<file path="config.mk">
export PLATFORM = sky130hd
export DESIGN_NAME = id_exe_stage_reg_flat
export DESIGN_NICKNAME = d
export VERILOG_FILES = /design/src/rtl/id_exe_stage_reg_if.sv /design/src/rtl/id_exe_stage_reg.sv /design/src/flat_wrapper.sv
export SDC_FILE = /design/constraint.sdc
export NUM_CORES = 1
export LEC_CHECK = 0
export ABC_AREA = 1
export CORE_AREA = 2 2 146 148
export CTS_BUF_LIST = sky130_fd_sc_hd__clkbuf_8
export DETAILED_ROUTE_END_ITERATION = 7
export DIE_AREA = 0 0 148 150
export PLACE_DENSITY = 0.79
export SYNTH_ARGS = -nofsm -noshare
export SYNTH_HDL_FRONTEND = slang
export SYNTH_SLANG_ARGS = --single-unit
</file>
<file path="constraint.sdc">
create_clock -name clk -period 1.61 [get_ports clk]
set_input_delay 0.4025 -clock clk [delete_from_list [all_inputs] [get_ports clk]]
set_output_delay 0.4025 -clock clk [all_outputs]
set_load 0.005 [all_outputs]
</file>
<file path="src/rtl/id_exe_stage_reg_if.sv">
// ID/EXE pipeline payload bus: decode-side *_in fields and registered *_out fields.
// master: decode/controller side (drives *_in, observes *_out).
// slave : the ID/EXE register (consumes *_in, drives *_out and bubble_count).
interface id_exe_stage_reg_if #(
  parameter int unsigned WORD_W = 32,
  parameter int unsigned CNT_W  = 16
);
  localparam int unsigned CMD_W   = 4;
  localparam int unsigned SHIFT_W = 12;
  localparam int unsigned IMM24_W = 24;
  localparam int unsigned REG_W   = 4;
  localparam int unsigned NZCV_W  = 4;

  logic                valid_in;
  logic [WORD_W-1:0]   pc_in;
  logic [CMD_W-1:0]    exe_cmd_in;
  logic                mem_read_in;
  logic                mem_write_in;
  logic                wb_en_in;
  logic                s_in;
  logic                b_in;
  logic [WORD_W-1:0]   val_rn_in;
  logic [WORD_W-1:0]   val_rm_in;
  logic                imm_in;
  logic [SHIFT_W-1:0]  shift_operand_in;
  logic [IMM24_W-1:0]  signed_imm_24_in;
  logic [REG_W-1:0]    dest_in;
  logic [REG_W-1:0]    src1_in;
  logic [REG_W-1:0]    src2_in;
  logic [NZCV_W-1:0]   status_in;

  logic                valid_out;
  logic [WORD_W-1:0]   pc_out;
  logic [CMD_W-1:0]    exe_cmd_out;
  logic                mem_read_out;
  logic                mem_write_out;
  logic                wb_en_out;
  logic                s_out;
  logic                b_out;
  logic [WORD_W-1:0]   val_rn_out;
  logic [WORD_W-1:0]   val_rm_out;
  logic                imm_out;
  logic [SHIFT_W-1:0]  shift_operand_out;
  logic [IMM24_W-1:0]  signed_imm_24_out;
  logic [REG_W-1:0]    dest_out;
  logic [REG_W-1:0]    src1_out;
  logic [REG_W-1:0]    src2_out;
  logic                carry_out;
  logic [CNT_W-1:0]    bubble_count;

  modport master (
    output valid_in, pc_in, exe_cmd_in, mem_read_in, mem_write_in, wb_en_in,
           s_in, b_in, val_rn_in, val_rm_in, imm_in, shift_operand_in,
           signed_imm_24_in, dest_in, src1_in, src2_in, status_in,
    input  valid_out, pc_out, exe_cmd_out, mem_read_out, mem_write_out,
           wb_en_out, s_out, b_out, val_rn_out, val_rm_out, imm_out,
           shift_operand_out, signed_imm_24_out, dest_out, src1_out, src2_out,
           carry_out, bubble_count
  );

  modport slave (
    input  valid_in, pc_in, exe_cmd_in, mem_read_in, mem_write_in, wb_en_in,
           s_in, b_in, val_rn_in, val_rm_in, imm_in, shift_operand_in,
           signed_imm_24_in, dest_in, src1_in, src2_in, status_in,
    output valid_out, pc_out, exe_cmd_out, mem_read_out, mem_write_out,
           wb_en_out, s_out, b_out, val_rn_out, val_rm_out, imm_out,
           shift_operand_out, signed_imm_24_out, dest_out, src1_out, src2_out,
           carry_out, bubble_count
  );
endinterface

</file>
<file path="src/rtl/id_exe_stage_reg.sv">
// ID/EXE pipeline register with flush, freeze and a saturating bubble counter.
// Ports: clk, rst (async, active-low), flush (kill capture), freeze (hold all),
//        bus (slave side of id_exe_stage_reg_if: *_in payload, registered *_out).
module id_exe_stage_reg #(
  parameter int unsigned WORD_W = 32,
  parameter int unsigned CNT_W  = 16
) (
  input  logic                  clk,
  input  logic                  rst,
  input  logic                  flush,
  input  logic                  freeze,
  id_exe_stage_reg_if.slave     bus
);
  localparam int unsigned CMD_W   = 4;
  localparam int unsigned SHIFT_W = 12;
  localparam int unsigned IMM24_W = 24;
  localparam int unsigned REG_W   = 4;
  localparam int unsigned C_BIT   = 1;

  logic                valid_q;
  logic [WORD_W-1:0]   pc_q;
  logic [CMD_W-1:0]    exe_cmd_q;
  logic                mem_read_q;
  logic                mem_write_q;
  logic                wb_en_q;
  logic                s_q;
  logic                b_q;
  logic [WORD_W-1:0]   val_rn_q;
  logic [WORD_W-1:0]   val_rm_q;
  logic                imm_q;
  logic [SHIFT_W-1:0]  shift_operand_q;
  logic [IMM24_W-1:0]  signed_imm_24_q;
  logic [REG_W-1:0]    dest_q;
  logic [REG_W-1:0]    src1_q;
  logic [REG_W-1:0]    src2_q;
  logic                carry_q;
  logic [CNT_W-1:0]    bubble_q;

  // Saturating increment value for the bubble counter.
  logic [CNT_W-1:0]    bubble_inc_c;
  assign bubble_inc_c = (&bubble_q) ? bubble_q : bubble_q + CNT_W'(1);

  // Pipeline register: reset > flush > freeze > load/bubble-load.
  always_ff @(posedge clk or negedge rst) begin
    if (!rst) begin
      valid_q         <= 1'b0;
      pc_q            <= '0;
      exe_cmd_q       <= '0;
      mem_read_q      <= 1'b0;
      mem_write_q     <= 1'b0;
      wb_en_q         <= 1'b0;
      s_q             <= 1'b0;
      b_q             <= 1'b0;
      val_rn_q        <= '0;
      val_rm_q        <= '0;
      imm_q           <= 1'b0;
      shift_operand_q <= '0;
      signed_imm_24_q <= '0;
      dest_q          <= '0;
      src1_q          <= '0;
      src2_q          <= '0;
      carry_q         <= 1'b0;
      bubble_q        <= '0;
    end else if (flush) begin
      valid_q         <= 1'b0;
      pc_q            <= '0;
      exe_cmd_q       <= '0;
      mem_read_q      <= 1'b0;
      mem_write_q     <= 1'b0;
      wb_en_q         <= 1'b0;
      s_q             <= 1'b0;
      b_q             <= 1'b0;
      val_rn_q        <= '0;
      val_rm_q        <= '0;
      imm_q           <= 1'b0;
      shift_operand_q <= '0;
      signed_imm_24_q <= '0;
      dest_q          <= '0;
      src1_q          <= '0;
      src2_q          <= '0;
      carry_q         <= 1'b0;
      bubble_q        <= bubble_inc_c;
    end else if (!freeze) begin
      // Side-effect controls are gated by valid_in so a bubble can never act downstream.
      valid_q         <= bus.valid_in;
      exe_cmd_q       <= bus.valid_in ? bus.exe_cmd_in : '0;
      mem_read_q      <= bus.valid_in & bus.mem_read_in;
      mem_write_q     <= bus.valid_in & bus.mem_write_in;
      wb_en_q         <= bus.valid_in & bus.wb_en_in;
      s_q             <= bus.valid_in & bus.s_in;
      b_q             <= bus.valid_in & bus.b_in;
      pc_q            <= bus.pc_in;
      val_rn_q        <= bus.val_rn_in;
      val_rm_q        <= bus.val_rm_in;
      imm_q           <= bus.imm_in;
      shift_operand_q <= bus.shift_operand_in;
      signed_imm_24_q <= bus.signed_imm_24_in;
      dest_q          <= bus.dest_in;
      src1_q          <= bus.src1_in;
      src2_q          <= bus.src2_in;
      carry_q         <= bus.status_in[C_BIT];
      if (!bus.valid_in) begin
        bubble_q <= bubble_inc_c;
      end
    end
  end

  assign bus.valid_out         = valid_q;
  assign bus.pc_out            = pc_q;
  assign bus.exe_cmd_out       = exe_cmd_q;
  assign bus.mem_read_out      = mem_read_q;
  assign bus.mem_write_out     = mem_write_q;
  assign bus.wb_en_out         = wb_en_q;
  assign bus.s_out             = s_q;
  assign bus.b_out             = b_q;
  assign bus.val_rn_out        = val_rn_q;
  assign bus.val_rm_out        = val_rm_q;
  assign bus.imm_out           = imm_q;
  assign bus.shift_operand_out = shift_operand_q;
  assign bus.signed_imm_24_out = signed_imm_24_q;
  assign bus.dest_out          = dest_q;
  assign bus.src1_out          = src1_q;
  assign bus.src2_out          = src2_q;
  assign bus.carry_out         = carry_q;
  assign bus.bubble_count      = bubble_q;
endmodule

</file>
<file path="src/flat_wrapper.sv">
// flat-port wrapper written by rule: the top's interface ports become plain ports
module id_exe_stage_reg_flat 
#(
  parameter int unsigned WORD_W = 32,
  parameter int unsigned CNT_W  = 16
)
  (clk, rst, flush, freeze, bus_valid_in, bus_pc_in, bus_exe_cmd_in, bus_mem_read_in, bus_mem_write_in, bus_wb_en_in, bus_s_in, bus_b_in, bus_val_rn_in, bus_val_rm_in, bus_imm_in, bus_shift_operand_in, bus_signed_imm_24_in, bus_dest_in, bus_src1_in, bus_src2_in, bus_status_in, bus_valid_out, bus_pc_out, bus_exe_cmd_out, bus_mem_read_out, bus_mem_write_out, bus_wb_en_out, bus_s_out, bus_b_out, bus_val_rn_out, bus_val_rm_out, bus_imm_out, bus_shift_operand_out, bus_signed_imm_24_out, bus_dest_out, bus_src1_out, bus_src2_out, bus_carry_out, bus_bubble_count);
  id_exe_stage_reg_if #(.WORD_W(WORD_W), .CNT_W(CNT_W)) bus_i ();
  input  logic clk;
  input  logic rst;
  input  logic flush;
  input  logic freeze;
  input wire logic [$bits(bus_i.valid_in)-1:0] bus_valid_in;
  input wire logic [$bits(bus_i.pc_in)-1:0] bus_pc_in;
  input wire logic [$bits(bus_i.exe_cmd_in)-1:0] bus_exe_cmd_in;
  input wire logic [$bits(bus_i.mem_read_in)-1:0] bus_mem_read_in;
  input wire logic [$bits(bus_i.mem_write_in)-1:0] bus_mem_write_in;
  input wire logic [$bits(bus_i.wb_en_in)-1:0] bus_wb_en_in;
  input wire logic [$bits(bus_i.s_in)-1:0] bus_s_in;
  input wire logic [$bits(bus_i.b_in)-1:0] bus_b_in;
  input wire logic [$bits(bus_i.val_rn_in)-1:0] bus_val_rn_in;
  input wire logic [$bits(bus_i.val_rm_in)-1:0] bus_val_rm_in;
  input wire logic [$bits(bus_i.imm_in)-1:0] bus_imm_in;
  input wire logic [$bits(bus_i.shift_operand_in)-1:0] bus_shift_operand_in;
  input wire logic [$bits(bus_i.signed_imm_24_in)-1:0] bus_signed_imm_24_in;
  input wire logic [$bits(bus_i.dest_in)-1:0] bus_dest_in;
  input wire logic [$bits(bus_i.src1_in)-1:0] bus_src1_in;
  input wire logic [$bits(bus_i.src2_in)-1:0] bus_src2_in;
  input wire logic [$bits(bus_i.status_in)-1:0] bus_status_in;
  output wire logic [$bits(bus_i.valid_out)-1:0] bus_valid_out;
  output wire logic [$bits(bus_i.pc_out)-1:0] bus_pc_out;
  output wire logic [$bits(bus_i.exe_cmd_out)-1:0] bus_exe_cmd_out;
  output wire logic [$bits(bus_i.mem_read_out)-1:0] bus_mem_read_out;
  output wire logic [$bits(bus_i.mem_write_out)-1:0] bus_mem_write_out;
  output wire logic [$bits(bus_i.wb_en_out)-1:0] bus_wb_en_out;
  output wire logic [$bits(bus_i.s_out)-1:0] bus_s_out;
  output wire logic [$bits(bus_i.b_out)-1:0] bus_b_out;
  output wire logic [$bits(bus_i.val_rn_out)-1:0] bus_val_rn_out;
  output wire logic [$bits(bus_i.val_rm_out)-1:0] bus_val_rm_out;
  output wire logic [$bits(bus_i.imm_out)-1:0] bus_imm_out;
  output wire logic [$bits(bus_i.shift_operand_out)-1:0] bus_shift_operand_out;
  output wire logic [$bits(bus_i.signed_imm_24_out)-1:0] bus_signed_imm_24_out;
  output wire logic [$bits(bus_i.dest_out)-1:0] bus_dest_out;
  output wire logic [$bits(bus_i.src1_out)-1:0] bus_src1_out;
  output wire logic [$bits(bus_i.src2_out)-1:0] bus_src2_out;
  output wire logic [$bits(bus_i.carry_out)-1:0] bus_carry_out;
  output wire logic [$bits(bus_i.bubble_count)-1:0] bus_bubble_count;
  assign bus_i.valid_in = bus_valid_in;
  assign bus_i.pc_in = bus_pc_in;
  assign bus_i.exe_cmd_in = bus_exe_cmd_in;
  assign bus_i.mem_read_in = bus_mem_read_in;
  assign bus_i.mem_write_in = bus_mem_write_in;
  assign bus_i.wb_en_in = bus_wb_en_in;
  assign bus_i.s_in = bus_s_in;
  assign bus_i.b_in = bus_b_in;
  assign bus_i.val_rn_in = bus_val_rn_in;
  assign bus_i.val_rm_in = bus_val_rm_in;
  assign bus_i.imm_in = bus_imm_in;
  assign bus_i.shift_operand_in = bus_shift_operand_in;
  assign bus_i.signed_imm_24_in = bus_signed_imm_24_in;
  assign bus_i.dest_in = bus_dest_in;
  assign bus_i.src1_in = bus_src1_in;
  assign bus_i.src2_in = bus_src2_in;
  assign bus_i.status_in = bus_status_in;
  assign bus_valid_out = bus_i.valid_out;
  assign bus_pc_out = bus_i.pc_out;
  assign bus_exe_cmd_out = bus_i.exe_cmd_out;
  assign bus_mem_read_out = bus_i.mem_read_out;
  assign bus_mem_write_out = bus_i.mem_write_out;
  assign bus_wb_en_out = bus_i.wb_en_out;
  assign bus_s_out = bus_i.s_out;
  assign bus_b_out = bus_i.b_out;
  assign bus_val_rn_out = bus_i.val_rn_out;
  assign bus_val_rm_out = bus_i.val_rm_out;
  assign bus_imm_out = bus_i.imm_out;
  assign bus_shift_operand_out = bus_i.shift_operand_out;
  assign bus_signed_imm_24_out = bus_i.signed_imm_24_out;
  assign bus_dest_out = bus_i.dest_out;
  assign bus_src1_out = bus_i.src1_out;
  assign bus_src2_out = bus_i.src2_out;
  assign bus_carry_out = bus_i.carry_out;
  assign bus_bubble_count = bus_i.bubble_count;
  id_exe_stage_reg #(.WORD_W(WORD_W), .CNT_W(CNT_W)) u_core (.clk(clk), .rst(rst), .flush(flush), .freeze(freeze), .bus(bus_i));
endmodule
</file>
==> results.ini, run 1 <==
[outcome]
status=completed

[synthesis]
synth_cells=826
synthTopCellsByCount=375 x nand2_1, 172 x dfrtp_1, 92 x nand3_1
synthesis.area_um2=7080
yosysUniqueCellTypes=21
synth_seq_cells=172
synth_top_area_cell=dfrtp_1
ys.flop_type=dfrtp_1
synth_warnings=0
synth_top_area_share_pct=60.8
synth_async_sr_flop_share_pct=100
avgSynthCellArea_um2=8.58
synth_nets=990
synth_edf_count=0
synth_most_common_cell=nand2_1
synth.area.top_cells=dfrtp_1 61%, nand2_1 20%, nand3_1 6.5%, a21oi_1 5.8%, clkbuf_1 1.5%
synth-seq-area-share_pct=60.8

[power_and_ir_drop]
intPower_mw=6.83
p_switching_mw=2.80
power_leakage_nw=6.06
power.density_nw_per_um2=837
pwr-share-seq_pct=49.0
pwr-share-comb_pct=19.5
p_total_mw=9.63
pwr-share-clk_pct=31.4
peakVddDrop_v=0.000486
p_sw_share_pct=29.1

[placement]
pre_cts_ws_ps=-62.7
io_buffer_count=331
place_area_um2=10900
numPlacedInstances=1410
dp_hpwl_um=15900
gp_congestion=0.814

[timing]
finalHoldViolations=0
maxSlewViolCount=0
fmax_mhz=628
setup_slack_ps=18.1
tightest_slew_ps=454
rsz0062_at_grt=yes
finClkSkew_ps=12.5
final.min_clock_period_ps=1590
slew_headroom_pct=69.7
min_period_over_period_pct=98.9
setup_viol=0
setup_tns_ps=0
hold_slack_ps=416

[grt]
antenna_found_initial=1
top_usage_layer=met2
grt_pass1_wl_um=35300
grtUsageMet2_pct=33.8
grt_overflow=0
groute.usage.overall_pct=20.1
grt_pass1_vias=6853
grt_util_met1_pct=23.3
met3_usage_pct=8.38
grt_max_degree=83

[critical_path]
cp_data_arrival_time_ps=1940
critPathBufInv=3
critPathKind=register to register
crit_required_ps=1960
cp_max_fo=8
critPathMaxStageDelay_ps=410
start_kind=register
reg2reg_slack_ps=20
crit_family=simple AND/OR/NAND/NOR gates
path_cells=buf_6 -> ha_4 -> inv_2 -> nor2_4 -> nand2_4 -> nor2_4 -> nor2_4 -> buf_12 -> nand2_1 -> nand2_1 -> nand2_1
crit_path_end_kind=register
crit_path_top_delay_cell=dfrtp_1

[clocking]
clk_pin_slew_ps=110
cts_tree=built
numCtsBuffers=17
clockRootBuffer=clkbuf_8
clock_latency_ps=460
cts_max_level=4
cts_sinks=172
max-clock-path-buffers=2

[finish]
utilization_pct=55.6
instances_no_fill=1491
final_area_um2=11500
fillers=1838
fin_nets=1366
areaGrowthSynthToFinish_pct=62.5
layout-drive-gt1-share_pct=11.6

[floorplan]
die_h_um=150
initial_core_util_pct=34.2
io_pins=335
core_um2=20700
die_area_um2=22200
row_count=53
die_w_um=148

[route]
drt-total-wl_um=22900
dr.pass1.iters=4
drc=0
drtIter0Drc=356
viasPerCell=4.69
postRouteAntennaNets=0
post_drt_wl_per_cell_um=15.4
vias=6994

[flow_run]
drv_cap=0

[hold_path]
min_path_type=input port to asynchronous set/reset pin

area by class of cell:
type | count | area, um^2 | area share [%]
flip-flops and latches | 172 | 4310 | 37.4
repair buffers | 410 | 3860 | 33.6
multi-input cells | 580 | 2520 | 21.9
well taps | 275 | 344 | 2.99
clock buffers | 19 | 262 | 2.27
clock inverters | 13 | 124 | 1.08
inverters | 21 | 86.3 | 0.750
diodes | 1 | 2.50 | 0.0217
layer usage:
metal	up-vias	wire length [um]
li1	3372	-
met1	3298	9030
met2	287	11200
met3	35	2250
met4	2	475
met5	-	8
flip-flops by register name, summed over array words and instances (netlist names):
signal                        count
u_core.bus.imm_out                1
u_core.bus.carry_out              1
u_core.bus.exe_cmd_out            4
u_core.bus.shift_operand_out     12
u_core.bus.mem_write_out          1
u_core.bus.signed_imm_24_out     24
u_core.bus.valid_out              1
u_core.bus.bubble_count          16
u_core.bus.src1_out               4
u_core.bus.dest_out               4
u_core.bus.s_out                  1
u_core.bus.val_rm_out            32
u_core.bus.src2_out               4
u_core.bus.wb_en_out              1
u_core.bus.b_out                  1
u_core.bus.pc_out                32
u_core.bus.mem_read_out           1
u_core.bus.val_rn_out            32
layout by cell type (no fill, tap or decap), types with 2 or more instances in the layout:
master,Yosys,layout
nand3_2,0,4
buf_4,0,65
nand3_1,92,88
nor2_1,14,13
xor2_1,3,3
dfrtp_1,172,167
buf_6,2,3
nor2_4,3,3
nor2_2,2,3
a21oi_1,82,82
clkdlybuf4s50_1,0,156
dfrtp_2,0,5
nand4_1,3,3
dlygate4sd2_1,0,156
nand2_2,2,4
buf_2,13,2
clkbuf_16,0,2
buf_12,0,10
inv_6,0,6
inv_2,1,3
inv_1,19,17
clkinv_4,1,3
nand2_1,375,372
clkbuf_8,0,19
clkdlybuf4s15_1,0,14
inv_8,0,3
final timing paths:
kind                                       startpoint                     endpoint  depth (start not counted)
setup / recovery           u_core.bus.bubble_count[0]  u_core.bus.bubble_count[13]                         11
hold / removal                                    rst     u_core.bus.val_rm_out[6]                          2
setup reg to reg           u_core.bus.bubble_count[0]  u_core.bus.bubble_count[13]                         11
hold reg to reg             u_core.bus.val_rm_out[10]    u_core.bus.val_rm_out[10]                          2
max in group asynchronous                         rst    u_core.bus.val_rm_out[18]                          3
min in group clk                               freeze   u_core.bus.bubble_count[4]                          4
power groups by stage:
stage               clock network, mW  logic, mW  registers, mW
global route                     3.33       2.07           4.76
finish                           3.03       1.88           4.72
detailed placement                  0       1.79           4.86
global placement                    0       1.77           4.85
floorplan                           0      0.512           4.87
CTS                              3.13       1.78           4.72
timing repair:
| action | in CTS | in global routing |
|---|---|---|
| hold buffers | 1 | 0 |
| setup endpoints to repair | 172 | 39 |
| gates resized for setup | 180 | 30 |
| gates cloned | 0 | 2 |
| setup buffers | 33 | 12 |
| hold endpoints to repair | 26 | 0 |
| pin swaps | 0 | 12 |
cells by family (layout without fill, tap and decap cells):
group,after synthesis,count (layout),share of synthesized area [%]
and+or+nand+nor,492,492,28.3
DFF,172,172,60.8
AOI/OAI and AO/OA,83,83,5.86
buffers and inverters,74,463,4.43
xor gates and xnor gates,4,4,0.495
adders and majority gates,1,1,0.177
other,0,1,0
Note: power is estimated with default switching activity, not from simulation.
==> run 2, diff against run 1 <==
Settings changed: DONT_BUFFER_PORTS set to 1, PLACE_DENSITY 0.79 to 0.58.
==> results.ini, run 2 (synthesis gave the netlist of run 1 again) <==
[outcome]
status=complete, but fails checks
violations=negative hold slack

[timing]
hold_slack_ps=-355
setup_tns_ps=0
maxSlewViolCount=0
fmax_mhz=670
finalHoldViolations=172
slew_headroom_pct=26.7
tightest_slew_ps=1100
setup_viol=0
final.min_clock_period_ps=1490
rsz0062_at_grt=no
setup_slack_ps=117
finClkSkew_ps=4.66
min_period_over_period_pct=92.7

[floorplan]
die_area_um2=22200
core_um2=20700
die_h_um=150
row_count=53
io_pins=335
initial_core_util_pct=34.2
die_w_um=148

[clocking]
clockRootBuffer=clkbuf_8
cts_tree=built
cts_max_level=4
max-clock-path-buffers=2
clk_pin_slew_ps=90
clock_latency_ps=440
postCtsSetupBuffers=0
cts_sinks=172
hold_buffers=3
numCtsBuffers=17

[finish]
layout-drive-gt1-share_pct=8.97
areaGrowthSynthToFinish_pct=12.7
diodes=0
utilization_pct=38.6
layout_commonest_cell=nand2_1
layout_common_cells=375 x nand2_1, 172 x dfrtp_1, 91 x nand3_1
final_area_um2=7980
fin_nets=989
instances_no_fill=1111

[critical_path]
start_kind=register
cp_max_fo=6
crit_required_ps=1950
critPathKind=register to register
cp_data_arrival_time_ps=1840
crit_path_end_kind=register

[placement]
pre_cts_ws_ps=111
numPlacedInstances=1076
place_area_um2=7490
dp_hpwl_um=13200
gp_congestion=0.747
io_buffer_count=0

[grt]
grt_pass1_vias=5435
antenna_found_initial=0
grt_pass1_wl_um=30200
groute.usage.overall_pct=17.4
grt_overflow=0
grt_max_degree=173

[route]
postRouteAntennaNets=0
viasPerCell=4.93
drt-total-wl_um=20000
post_drt_wl_per_cell_um=18.0
dr.pass1.iters=5
drc=0
vias=5478
drtIter0Drc=266

[power_and_ir_drop]
p_switching_mw=2.40
power.density_nw_per_um2=1090
pwr-share-comb_pct=8.9
p_sw_share_pct=27.6
intPower_mw=6.30
peakVddDrop_v=0.000498
pwr-share-seq_pct=55.3
p_total_mw=8.71
pwr-share-clk_pct=35.8
power_leakage_nw=3.96

[hold_path]
min_path_type=input port to asynchronous set/reset pin

[flow_run]
drv_cap=0

run 2: cell count changes in the layout (fill, tap and decap cells not counted), moves of 5 or more:
cell	change
dlygate4sd2_1	-156
dfrtp_2	-5
clkdlybuf4s15_1	-14
clkdlybuf4s50_1	-156
buf_4	-43
dfrtp_1	+5
run 2: layer usage:
metal  up-vias  part of all wire (%)  track usage [%]
met3        15                    11             7.90
li1       2611                     -                -
met5         -                     0                0
met4         0                   1.1             4.48
met1      2591                    40             21.0
met2       261                    48             28.3
run 2: final timing paths:
path | from | to | slack, ps | cells after the start
max reg2reg | u_core.bus.bubble_count[0] | u_core.bus.bubble_count[14] | 120 | 10
min reg2reg | u_core.bus.val_rn_out[19] | u_core.bus.val_rn_out[19] | 500 | 2
max | u_core.bus.bubble_count[0] | u_core.bus.bubble_count[14] | 120 | 10
min | rst | u_core.bus.val_rn_out[23] | -350 | 0
min in group clk | bus_signed_imm_24_in[9] | u_core.bus.signed_imm_24_out[9] | 70 | 2
max in group asynchronous | rst | u_core.bus.val_rn_out[0] | 1450 | 0
run 2: critical path: stages (launching register included):
cell       delay, ps
dfrtp_1          390
ha_2             200
inv_2             60
nor2_4            40
nand2_4           90
nor2_4            50
nor2_4           220
clkbuf_16        190
nand2_1           50
nand2_1           60
nand2_1           50
run 2: power by group through the flow:
stage | registers (mW) | logic, mW | clock network, mW
after CTS | 4.82 | 0.765 | 3.25
after floorplan | 4.87 | 0.512 | 0
after global placement | 4.90 | 0.697 | 0
final | 4.82 | 0.774 | 3.12
after detailed placement | 4.91 | 0.721 | 0
after global routing | 4.86 | 0.877 | 3.41
run 2: timing repair:
item	CTS	global route
setup endpoints to repair	0	6
endpoints found under the hold margin	200	172
gates resized for setup	0	4
run 2: final cells by class:
class | instances | area, um^2
inverter | 21 | 86.3
multi-input combinational | 580 | 2480
clock inverter | 13 | 160
fill | 2139 | 12700
tap | 275 | 344
timing repair buffer | 33 | 375
sequential | 172 | 4300
clock buffer | 17 | 234
